## src/rtl/mux_nx1_stream_if.sv

```systemverilog
// -----------------------------------------------------------------------------
// mux_nx1_stream_if
// Bundles the stream signals of the N-to-1 stream multiplexer.
//
// Signals:
//   i_data  [N_CH*DATA_W] channel k data at [k*DATA_W +: DATA_W]
//   i_valid [N_CH]        per-channel valid
//   i_last  [N_CH]        per-channel end-of-packet marker
//   i_ready [N_CH]        per-channel ready (driven by the mux)
//   s       [SEL_W]       external channel select (MODE=0 only)
//   y_data  [DATA_W]      registered output data
//   y_valid               output valid
//   y_last                registered last of the transferred beat
//   y_ch    [SEL_W]       channel index of the current output beat
//   y_ready               downstream ready
//
// Modports:
//   master : the surrounding producers/consumer (drive inputs, see outputs)
//   slave  : the multiplexer itself
// -----------------------------------------------------------------------------
interface mux_nx1_stream_if #(
  parameter int N_CH   = 4,
  parameter int DATA_W = 8,
  parameter int SEL_W  = $clog2(N_CH)
);
  logic [N_CH*DATA_W-1:0] i_data;
  logic [N_CH-1:0]        i_valid;
  logic [N_CH-1:0]        i_last;
  logic [N_CH-1:0]        i_ready;
  logic [SEL_W-1:0]       s;
  logic [DATA_W-1:0]      y_data;
  logic                   y_valid;
  logic                   y_last;
  logic [SEL_W-1:0]       y_ch;
  logic                   y_ready;

  modport master (
    output i_data, i_valid, i_last, s, y_ready,
    input  i_ready, y_data, y_valid, y_last, y_ch
  );

  modport slave (
    input  i_data, i_valid, i_last, s, y_ready,
    output i_ready, y_data, y_valid, y_last, y_ch
  );
endinterface

```

## src/rtl/mux_nx1_stream.sv

```systemverilog
// -----------------------------------------------------------------------------
// mux_nx1_stream
// N-to-1 multiplexer for valid/ready streams with a registered output stage.
// The channel is chosen either by the external select bus.s (MODE=0) or by
// round-robin arbitration among valid channels (MODE=1).
//
// Ports:
//   clk    in   clock, all state updates on the rising edge
//   rst_n  in   synchronous active-low reset
//   bus    slave modport of mux_nx1_stream_if (i_data/i_valid/i_last/i_ready,
//               s, y_data/y_valid/y_last/y_ch/y_ready)
//
// Optional feature macro: MUX_STREAM_PKT_LOCK_EN
//   When defined and MODE=1, a packet lock keeps the grant on the channel
//   that started a packet (transfer with i_last=0) until its i_last=1 beat.
//   With MODE=0 the lock is inert. When undefined, arbitration is per beat.
// -----------------------------------------------------------------------------
module mux_nx1_stream #(
  parameter  int N_CH   = 4,
  parameter  int DATA_W = 8,
  parameter  int MODE   = 0,
  localparam int SEL_W  = $clog2(N_CH)
) (
  input  logic               clk,
  input  logic               rst_n,
  mux_nx1_stream_if.slave    bus
);

  // Output register and round-robin pointer.
  logic              y_valid_reg;
  logic [DATA_W-1:0] y_data_reg;
  logic              y_last_reg;
  logic [SEL_W-1:0]  y_ch_reg;
  logic [SEL_W-1:0]  ptr_reg;

  logic              load;
  logic              locked;
  logic [SEL_W-1:0]  grant;
  logic              grant_valid;
  logic              xfer;
  logic [N_CH-1:0]   ready_vec;

  logic [DATA_W-1:0] ch_data [N_CH];

  // Slice the flat data bus into one word per channel.
  generate
    for (genvar gi = 0; gi < N_CH; gi++) begin : g_unpack
      assign ch_data[gi] = bus.i_data[gi*DATA_W +: DATA_W];
    end
  endgenerate

  // Channel index reached by stepping d positions past p, wrapping at N_CH.
  function automatic logic [SEL_W-1:0] rr_idx(input logic [SEL_W-1:0] p,
                                               input int d);
    return SEL_W'((int'(p) + d) % N_CH);
  endfunction

  // The register can take a new beat when empty or being drained this cycle.
  assign load = !y_valid_reg || bus.y_ready;

`ifdef MUX_STREAM_PKT_LOCK_EN
  typedef enum logic {IDLE, LOCKED} lock_state_t;
  lock_state_t lock_state_reg;

  assign locked = (MODE == 1) && (lock_state_reg == LOCKED);

  // Packet lock: a beat without last opens a packet, a beat with last
  // closes it. Only meaningful with round-robin arbitration.
  always_ff @(posedge clk) begin
    if (!rst_n) begin
      lock_state_reg <= IDLE;
    end else if ((MODE == 1) && xfer) begin
      lock_state_reg <= bus.i_last[grant] ? IDLE : LOCKED;
    end
  end
`else
  assign locked = 1'b0;
`endif

  // Grant selection. A grant is only issued to a channel that is presenting
  // a beat, so i_ready never advertises to a producer with nothing to send.
  always_comb begin
    grant       = '0;
    grant_valid = 1'b0;
    if (MODE == 0) begin
      if (int'(bus.s) < N_CH) begin
        grant       = bus.s;
        grant_valid = bus.i_valid[bus.s];
      end
    end else if (locked) begin
      // Mid-packet: stay on the owning channel, never interleave.
      grant       = ptr_reg;
      grant_valid = bus.i_valid[ptr_reg];
    end else begin
      // Scan from the farthest offset down so the nearest valid channel
      // after ptr is the last one written and therefore wins.
      for (int d = N_CH; d >= 1; d--) begin
        if (bus.i_valid[rr_idx(ptr_reg, d)]) begin
          grant       = rr_idx(ptr_reg, d);
          grant_valid = 1'b1;
        end
      end
    end
  end

  assign xfer = rst_n && load && grant_valid;

  always_comb begin
    ready_vec = '0;
    if (xfer) begin
      ready_vec[grant] = 1'b1;
    end
  end

  always_ff @(posedge clk) begin
    if (!rst_n) begin
      y_valid_reg <= 1'b0;
      y_data_reg  <= '0;
      y_last_reg  <= 1'b0;
      y_ch_reg    <= '0;
      ptr_reg     <= SEL_W'(N_CH - 1);
    end else if (xfer) begin
      y_valid_reg <= 1'b1;
      y_data_reg  <= ch_data[grant];
      y_last_reg  <= bus.i_last[grant];
      y_ch_reg    <= grant;
      if (MODE == 1) begin
        ptr_reg <= grant;
      end
    end else if (bus.y_ready) begin
      // Drained with nothing to replace it; payload fields keep last value.
      y_valid_reg <= 1'b0;
    end
  end

  assign bus.i_ready = ready_vec;
  assign bus.y_valid = y_valid_reg;
  assign bus.y_data  = y_data_reg;
  assign bus.y_last  = y_last_reg;
  assign bus.y_ch    = y_ch_reg;

endmodule
```

## src/flat_wrapper.sv

```systemverilog
// flat-port wrapper written by rule: the top's interface ports become plain ports
module mux_nx1_stream_flat 
#(
  parameter  int N_CH   = 4,
  parameter  int DATA_W = 8,
  parameter  int MODE   = 0,
  localparam int SEL_W  = $clog2(N_CH)
)
  (clk, rst_n, bus_i_data, bus_i_valid, bus_i_last, bus_s, bus_y_ready, bus_i_ready, bus_y_data, bus_y_valid, bus_y_last, bus_y_ch);
  mux_nx1_stream_if #(.N_CH(N_CH), .DATA_W(DATA_W)) bus_i ();
  input  logic clk;
  input  logic rst_n;
  input wire logic [$bits(bus_i.i_data)-1:0] bus_i_data;
  input wire logic [$bits(bus_i.i_valid)-1:0] bus_i_valid;
  input wire logic [$bits(bus_i.i_last)-1:0] bus_i_last;
  input wire logic [$bits(bus_i.s)-1:0] bus_s;
  input wire logic [$bits(bus_i.y_ready)-1:0] bus_y_ready;
  output wire logic [$bits(bus_i.i_ready)-1:0] bus_i_ready;
  output wire logic [$bits(bus_i.y_data)-1:0] bus_y_data;
  output wire logic [$bits(bus_i.y_valid)-1:0] bus_y_valid;
  output wire logic [$bits(bus_i.y_last)-1:0] bus_y_last;
  output wire logic [$bits(bus_i.y_ch)-1:0] bus_y_ch;
  assign bus_i.i_data = bus_i_data;
  assign bus_i.i_valid = bus_i_valid;
  assign bus_i.i_last = bus_i_last;
  assign bus_i.s = bus_s;
  assign bus_i.y_ready = bus_y_ready;
  assign bus_i_ready = bus_i.i_ready;
  assign bus_y_data = bus_i.y_data;
  assign bus_y_valid = bus_i.y_valid;
  assign bus_y_last = bus_i.y_last;
  assign bus_y_ch = bus_i.y_ch;
  mux_nx1_stream #(.N_CH(N_CH), .DATA_W(DATA_W), .MODE(MODE)) u_core (.clk(clk), .rst_n(rst_n), .bus(bus_i));
endmodule
```

## config.mk

```make
export PLATFORM = sky130hd
export DESIGN_NAME = mux_nx1_stream_flat
export DESIGN_NICKNAME = d
export VERILOG_FILES = /design/src/rtl/mux_nx1_stream_if.sv /design/src/rtl/mux_nx1_stream.sv /design/src/flat_wrapper.sv
export SDC_FILE = /design/constraint.sdc
export NUM_CORES = 1
export LEC_CHECK = 0
export ABC_AREA = 1
export BUFFER_PORTS_ARGS = -buffer_cell sky130_fd_sc_hd__buf_2
export CAP_MARGIN = 20
export CORE_ASPECT_RATIO = 0.9
export CORE_UTILIZATION = 42
export CTS_CLUSTER_DIAMETER = 30
export DETAILED_ROUTE_END_ITERATION = 7
export HOLD_SLACK_MARGIN = 0.03
export PLACE_DENSITY = 0.88
export RECOVER_POWER = 50
export SLEW_MARGIN = 10
export SYNTH_ARGS = -nofsm -noshare
export SYNTH_HDL_FRONTEND = slang
export SYNTH_SLANG_ARGS = --single-unit
export TNS_END_PERCENT = 5
```

## constraint.sdc

```tcl
create_clock -name clk -period 1.2 [get_ports clk]
set_input_delay 0 -clock clk [delete_from_list [all_inputs] [get_ports clk]]
set_output_delay 0 -clock clk [all_outputs]
set_load 0.02 [all_outputs]
```

==> flow_summary_export.csv, run 1 <==
group,metric,value,unit
synth,yosysUniqueCellTypes,21,
layout,largest_reg_flops,8,
setup_path,crit_family,"simple AND/OR/NAND/NOR gates",
global_route,grt_pass1_wl,3890,um
setup_path,path_max_fanout,3,
cts,hold_buffers,0,
sta,final.setup.tns,-137,ps
layout,stdcell_area,1430,um2
die,fp.dieH,48.1,um
synth,synthCells,152,
power,leakagePower,0.000762,uW
die,die_area,2550,um2
power,ir_drop,0.00116,V
power,p_per_area,864,nW/um2
sta,max_freq,795,MHz
sta,hold_viol_final,0,
cts,htreeDepth,1,
sta,fin_worst_skew,1.68,ps
power,finalPower,1240,uW
die,die_x,53.2,um
layout,utilization,64.9,%
setup_path,crit_path_end_kind,"primary output",
sta,worst_pin_slew,256,ps
setup_path,path_common_cell,"nor2_4",
synth,synth_warnings,0,
cts,cts_tree,"built",
drt,drt-total-wl,2690,um
setup_path,slowest_delay,320,ps
synth,synth_common_cells,"nand2_1 (49), nand3_1 (25), nor2_1 (23)",
synth,yosysTopAreaCell,"dfxtp_1",
place,gp_congestion,0.757,
cts,root_buffer,"clkbuf_4",
synth,postSynthAreaPerCell,6.51,um2
synth,synth.area.top_cells,"dfxtp_1 (24%), nand2_1 (19%), nand3_1 (13%)",
cts,clk_path_buf_depth,2,
worst_hold_path,hold_class,"in2reg",
layout,drive_gt1_share,45.5,%
die,boundaryPins,61,
place,numPortBuffers,60,
cts,numCtsBuffers,3,
sta,slew_headroom,82.9,%
synth,synth-seq-area-share,24.3,%
place,postPlaceCellArea,1300,um2
sta,post-route-min-period,1260,ps
setup_path,path_class,"reg2out",
setup_path,arrival,1260,ps
setup_path,crit_buf_inv,3,
global_route,antenna_found_initial,0,
synth,yosysMostFrequentCell,"nand2_1",
cts,clk_latency,280,ps
sta,layout_setup_ws,-58.3,ps
die,core,2200,um2
synth,synth-edff-count,0,
cts,clock_sinks,12,
global_route,grt-ovfl-total,0,
setup_path,start_kind,"flip-flop",
synth,synthArstFlopShare,0,%
drt,wl_per_cell,10.8,um
synth,ys.flop_type,"dfxtp_1",
synth,netlist_area,990,um2
sta,finalCritPeriodShare,105,%
status,violations,"setup timing",
drt,drc,0,
layout,n_antenna_cell,0,
global_route,first_global_vias,990,
sta,drv_slew,0,
sta,rsz0062_at_grt,"yes",
setup_path,path_cells,"inv_2, nor2_4, nor2_4, buf_6, nand3_4, nor2_4, buf_6",
setup_path,critPathSlowestCell,"dfxtp_2",
global_route,track_usage,21.0,%
layout,area_growth,44.5,%
place,hpwl,2040,um
sta,setup_viol,4,
die,rows,16,
synth,synth_nets,197,
drt,avgViaCountPerCell,4.80,
global_route,grt_max_degree,19,
job,max_cap_viol_count,0,
drt,drt_iter0_drc,9,
synth,synth_seq_cells,12,
drt,ant_nets,0,
cts,path_clk_slew,70,ps
setup_path,cp_data_required_time,1200,ps
drt,vias,1195,
layout,fin_nets,268,
die,start_util,44.9,%
synth,synth_top_area_share,24.3,%
status,status,"finished, violations left",
drt,drt_pass1_iterations,4,
==> per-layer routing <==
metal / global-route usage (%) / vias to the layer above / wire length (um)
met5: 0 / - / 0
met4: 0 / 0 / 52
met3: 5.40 / 4 / 187
met2: 40.5 / 45 / 1320
met1: 25.0 / 514 / 1130
li1: - / 632 / -
==> path summary, 6_finish.rpt <==
kind | startpoint | end | slack, ps | cells after the start
max reg2reg | u_core.bus.y_valid | u_core.bus.y_ch[1] | 20 | 8
min reg2reg | u_core.bus.y_data[4] | u_core.bus.y_data[4] | 490 | 2
min | rst_n | u_core.bus.y_ch[1] | 60 | 3
max | u_core.bus.y_valid | bus_i_ready[1] | -60 | 7
==> metrics by stage <==
| stage | worst slack, ps | hold WS, ps | instances |
|---|---|---|---|
| 3_5_place_dp | 68.2 | 300 | 239 |
| 4_1_cts | -86.0 | 37.4 | 247 |
| 5_1_grt | -136 | 62.3 | 249 |
| 6_report | -58.3 | 64.0 | 249 |
| 3_3_place_gp | 111 | 295 | 239 |
| 2_1_floorplan | 28.6 | 170 | 152 |
==> worst reg2reg max path, stage by stage (launching register included) <==
cell and delay (ps):
dfxtp_2 320, inv_2 60, nor2_4 40, nor2_4 110
buf_6 130, nand3_4 70, buf_4 150, buf_4 120
a21oi_2 120
==> report_power, final <==
group	leakage (uW)	internal [uW]	switching, uW
sequential	0.0000988	429	15.8
combinational	0.000642	202	263
clock	0.0000210	185	141
==> area by class of cell <==
| class | count | area [um2] |
|---|---|---|
| flip-flops and latches | 12 | 241 |
| inverters | 6 | 36.3 |
| well taps | 27 | 33.8 |
| multi-input cells | 124 | 646 |
| clock buffers | 4 | 36.3 |
| fillers | 225 | 772 |
| repair buffers | 76 | 437 |
==> what timing repair did <==
action | in CTS | in global routing
endpoints found under the setup margin | 4 | 7
pin swaps | 2 | 2
gates resized for setup | 9 | 10
buffers inserted | 4 | 2
==> placed cells by master (no fill, tap or decap), drive strengths merged <==
master / count
dfxtp: 12
nor2: 24
bufinv: 1
inv: 5
nor3: 1
buf: 69
nand2: 54
o21ai: 1
clkbuf: 11
nand3: 33
a21oi: 11
==> cell families (layout without fill, tap and decap cells) <==
kind of cell           after synthesis  after routing  synth area share, %
buffers and inverters               16             86                 14.5
flip-flops                          12             12                 24.3
AO/OA/AOI/OAI                       12             12                 6.83
AND/OR/NAND/NOR                    112            112                 54.4
No activity file was read; power rests on OpenSTA's default activity.
==> run 2: changes to the inputs <==
REMOVE_ABC_BUFFERS = 1   (was default)
==> flow_summary_export.csv, run 2 (synthesis gave the netlist of run 1 again) <==
group,metric,value,unit
global_route,grt-ovfl-total,0,
drt,dr_wl_met2,1290,um
global_route,antenna_found_initial,0,
place,numPortBuffers,60,
global_route,grt_max_degree,17,
sta,drv_slew,0,
sta,fin_hold_ws,90.4,ps
die,die_x,53.2,um
cts,root_buffer,"clkbuf_4",
sta,post-route-min-period,1230,ps
place,gp_congestion,0.801,
drt,wl_per_cell,10.9,um
drt,ant_nets,0,
status,status,"finished, violations left",
power,p_comb_share,40.2,%
drt,m1WireLength,1160,um
cts,numCtsBuffers,3,
setup_path,cp_data_required_time,1200,ps
sta,layout_setup_ws,-29.2,ps
die,fp.dieH,48.1,um
power,sw_frac_of_total,35.0,%
setup_path,reg2reg_slack,70,ps
drt,drc,0,
power,clockPowerShare,21.0,%
job,max_cap_viol_count,0,
drt,drt_iter0_drc,30,
setup_path,r2r_start,"u_core.bus.y_valid",
power,ir_drop,0.000647,V
die,core,2200,um2
layout,mostFrequentLayoutCell,"nand2_1",
die,start_util,44.9,%
setup_path,critPathLaunch,"u_core.bus.y_valid",
drt,vias,1223,
setup_path,r2r_end,"u_core.bus.y_data[6]",
setup_path,arrival,1230,ps
power,leakagePower,0.000738,uW
cts,hold_buffers,0,
cts,clk_path_buf_depth,2,
power,finalPower,1150,uW
sta,hold_viol_final,0,
cts,cts_tree,"built",
sta,finalCritPeriodShare,102,%
setup_path,crit_path_end_kind,"primary output",
status,violations,"setup timing",
layout,most-common-layout-cells,"nand2_1 (49), buf_2 (47), nand3_1 (25)",
layout,fin_nets,265,
worst_hold_path,hold_class,"in2reg",
die,die_area,2550,um2
setup_path,reg2reg_depth,7,
drt,routed.top_layer,"met4",
worst_hold_path,hold_depth,3,
cts,clk_latency,270,ps
die,boundaryPins,61,
layout,utilization,63.4,%
layout,drive_gt1_share,41.7,%
global_route,track_usage,23.0,%
sta,max_freq,814,MHz
power,power_switching,402,uW
cts,htreeDepth,1,
setup_path,start_kind,"flip-flop",
place,hpwl,2110,um
power,p_per_area,824,nW/um2
place,postPlaceCellArea,1320,um2
drt,wl_met3,203,um
drt,drt_pass1_iterations,4,
power,internal-power,748,uW
cts,clock_sinks,12,
setup_path,path_max_fanout,3,
setup_path,path_class,"reg2out",
layout,stdcell_area,1400,um2
sta,rsz0062_at_grt,"yes",
drt,drt-total-wl,2670,um
global_route,grt_pass1_wl,4160,um
drt,avgViaCountPerCell,4.99,
global_route,first_global_vias,1015,
sta,worst_pin_slew,401,ps
power,sequentialPowerShare,38.7,%
layout,n_antenna_cell,0,
setup_path,crit_end,"bus_i_ready[2]",
sta,setup_viol,2,
layout,largest_reg_flops,8,
die,rows,16,
cts,path_clk_slew,70,ps
sta,fin_worst_skew,0.237,ps
sta,slew_headroom,73.2,%
layout,area_growth,41.1,%
## run 2: changes by cell type in the layout (fill, tap and decap cells not counted), moves of 2 or more
cell,previous run,this run
a21oi_1,7,9
a21oi_2,4,2
buf_12,0,2
buf_2,49,47
buf_4,16,13
buf_6,4,2
clkbuf_1,7,9
## run 2: area by class of cell
cell class,instances,area [um2]
Tap cell,27,33.8
Inverter,6,36.3
Clock buffer,3,22.5
Sequential cell,12,241
Fill cell,230,806
Timing Repair Buffer,73,429
Multi-Input combinational cell,124,633
## run 2: stage by stage
step | setup slack (ps) | std cells | setup TNS (ps)
2_1_floorplan | -1030 | 142 | -10510
3_3_place_gp | 132 | 239 | 0
3_5_place_dp | 85.9 | 239 | 0
4_1_cts | -59.2 | 245 | -172
5_1_grt | -93.6 | 245 | -359
6_report | -29.2 | 245 | -44.8
## run 2: power groups by stage
stage                     clock [uW]  sequential [uW]  combinational [uW]
after floorplan                    0              489                 194
after global placement             0              452                 438
after global routing             273              450                 509
final                            242              445                 463
after CTS                        248              445                 466
after detailed placement           0              453                 444
## run 2: worst min-delay path by stage
stage | start | endpoint
floorplan | bus_s[1] | bus_i_ready[1]
global placement | rst_n | u_core.bus.y_ch[1]
detailed placement | rst_n | u_core.bus.y_ch[0]
CTS | rst_n | u_core.bus.y_ch[1]
global route | rst_n | u_core.bus.y_ch[1]
finish | rst_n | u_core.bus.y_ch[1]
## run 2: what timing repair did
action                     in CTS  in global routing
pin swaps                       2                  2
gates cloned                    0                  0
setup endpoints to repair       4                  5
resized for setup              11                  3
buffers inserted                3                  0
## run 2: critical path, cell delays in order (launching register included)
cell and delay (ps):
dfxtp_2 330, inv_2 60, nor2_4 40, nor2_4 100, buf_6 130, nand3_4 70
nor2_1 90, buf_4 140
## run 2: per-layer routing
metal  global-route usage (%)  vias up
met1                     26.0      546
met5                        0        -
met4                     4.74        0
met3                     6.98        2
met2                     43.3       52
li1                         -      623
==> run 3: changes to the inputs <==
SETUP_SLACK_MARGIN = 0.02   (was default)
==> flow_summary_export.csv, run 3 (synthesis gave the netlist of run 1 again) <==
group,metric,value,unit
sta,drv_slew,0,
worst_hold_path,holdPathEnd,"u_core.bus.y_ch[1]",
die,start_util,44.9,%
die,rows,16,
setup_path,path_cells,"inv_2, nor2_4, nor2_4, buf_6, nand3_4, nor2_1, buf_4",
global_route,gr-usage-met1,26.0,%
sta,final.setup.tns,-45.3,ps
cts,clock_sinks,12,
drt,vias,1218,
sta,layout_setup_ws,-29.2,ps
cts,clk_path_buf_depth,2,
cts,root_buffer,"clkbuf_4",
cts,clk_latency,270,ps
sta,worst_pin_slew,397,ps
drt,wl_per_cell,10.9,um
worst_hold_path,hold_class,"in2reg",
setup_path,crit_buf_inv,3,
setup_path,critPathSlowestCell,"dfxtp_2",
setup_path,reg2reg_depth,7,
drt,drt_iter0_drc,31,
setup_path,path_max_fanout,3,
global_route,track_usage,23.0,%
layout,most-common-layout-cells,"nand2_1 (49), buf_2 (47), nand3_1 (25)",
power,ir_drop,0.000652,V
status,violations,"setup timing",
die,die_area,2550,um2
setup_path,r2r_start,"u_core.bus.y_valid",
setup_path,crit_path_end_kind,"primary output",
place,gp_congestion,0.801,
layout,n_antenna_cell,0,
worst_hold_path,hold_depth,3,
die,fp.dieH,48.1,um
place,hpwl,2110,um
setup_path,arrival,1230,ps
layout,drive_gt1_share,43.1,%
sta,hold_viol_final,0,
cts,numCtsBuffers,3,
setup_path,reg2reg_slack,70,ps
setup_path,path_class,"reg2out",
worst_hold_path,min_from,"rst_n",
job,max_cap_viol_count,0,
global_route,grt_max_degree,17,
sta,rsz0062_at_grt,"yes",
sta,setup_viol,2,
global_route,antenna_found_initial,0,
drt,drc,0,
setup_path,r2r_end,"u_core.bus.y_data[7]",
cts,hold_buffers,0,
cts,path_clk_slew,70,ps
sta,post-route-min-period,1230,ps
global_route,top_usage_layer,"met2",
global_route,grt_pass1_wl,4160,um
status,status,"finished, violations left",
die,core,2200,um2
setup_path,cp_data_required_time,1200,ps
sta,slew_headroom,73.5,%
setup_path,path_common_cell,"nor2_4",
die,boundaryPins,61,
cts,htreeDepth,1,
setup_path,slowest_delay,330,ps
die,die_x,53.2,um
power,p_per_area,823,nW/um2
global_route,met3_usage,6.98,%
setup_path,crit_family,"flip-flops",
layout,mostFrequentLayoutCell,"nand2_1",
cts,cts_tree,"built",
drt,drt_pass1_iterations,5,
drt,drt-total-wl,2680,um
power,leakagePower,0.000740,uW
global_route,grt-ovfl-total,0,
layout,fin_nets,265,
sta,max_freq,814,MHz
global_route,first_global_vias,1015,
sta,finalCritPeriodShare,102,%
drt,ant_nets,0,
sta,fin_worst_skew,0.238,ps
drt,avgViaCountPerCell,4.97,
layout,utilization,63.9,%
layout,area_growth,42.2,%
global_route,use_met2,43.3,%
setup_path,start_kind,"flip-flop",
place,numPortBuffers,60,
layout,largest_reg_flops,8,
==> run 3: cell counts in the layout (fill, tap and decap cells not counted) <==
Identical to the previous run, type by type.
==> run 3: where the power goes <==
part           leakage, uW  internal, uW  total, uW  switching (uW)
Combinational     0.000627           206        469             264
Sequential       0.0000988           429        447            17.9
Clock            0.0000138           116        242             126
Total             0.000740           751       1160             407
==> run 3: worst reg2reg max path, stage by stage, from the launching register on <==
cell	delay [ps]
dfxtp_2	340
inv_2	40
nor2_4	110
nor2_4	50
buf_4	140
buf_12	140
a21oi_1	140
nor2_1	60
==> run 3: final cells by class <==
type                       count  area [um2]
fill                         230         795
multi-input combinational    124         644
timing repair buffer          73         429
sequential                    12         241
inverter                       6        36.3
tap                           27        33.8
clock buffer                   3        22.5
==> run 3: layer usage <==
layer  vias to the layer above  routed length [um]  part of all wire (%)
li1                        622                   -                     -
met4                         0                  11                  0.41
met2                        45                1300                    48
met5                         -                   0                     0
met3                         2                 194                   7.2
met1                       549                1180                    44
==> run 3: worst max path at each step <==
stage                             from        endpoint  slack [ps]  depth (start not counted)
global route        u_core.bus.y_valid  bus_i_ready[0]         -90                          6
global placement    u_core.bus.y_valid  bus_i_ready[1]         130                          7
floorplan           u_core.bus.y_valid  bus_i_ready[0]       -1030                          5
CTS                 u_core.bus.y_valid  bus_i_ready[1]         -60                          7
finish              u_core.bus.y_valid  bus_i_ready[2]         -30                          7
detailed placement  u_core.bus.y_valid  bus_i_ready[1]          90                          7
==> run 3: per-stage QoR <==
step	hold WS (ps)	cell area (um2)	total power [uW]	worst slack (ps)	instances
global placement	326	1320	890	132	239
CTS	86.3	1400	1160	-59.2	245
global route	85.8	1410	1240	-93.6	245
floorplan	79.8	882	683	-1030	142
finish	89.8	1410	1160	-29.2	245
detailed placement	344	1320	897	85.9	239
==> run 3: timing repair <==
item,CTS,global route
resized for setup,12,5
setup buffers,3,0
pin swaps,2,2
endpoints found under the setup margin,4,9
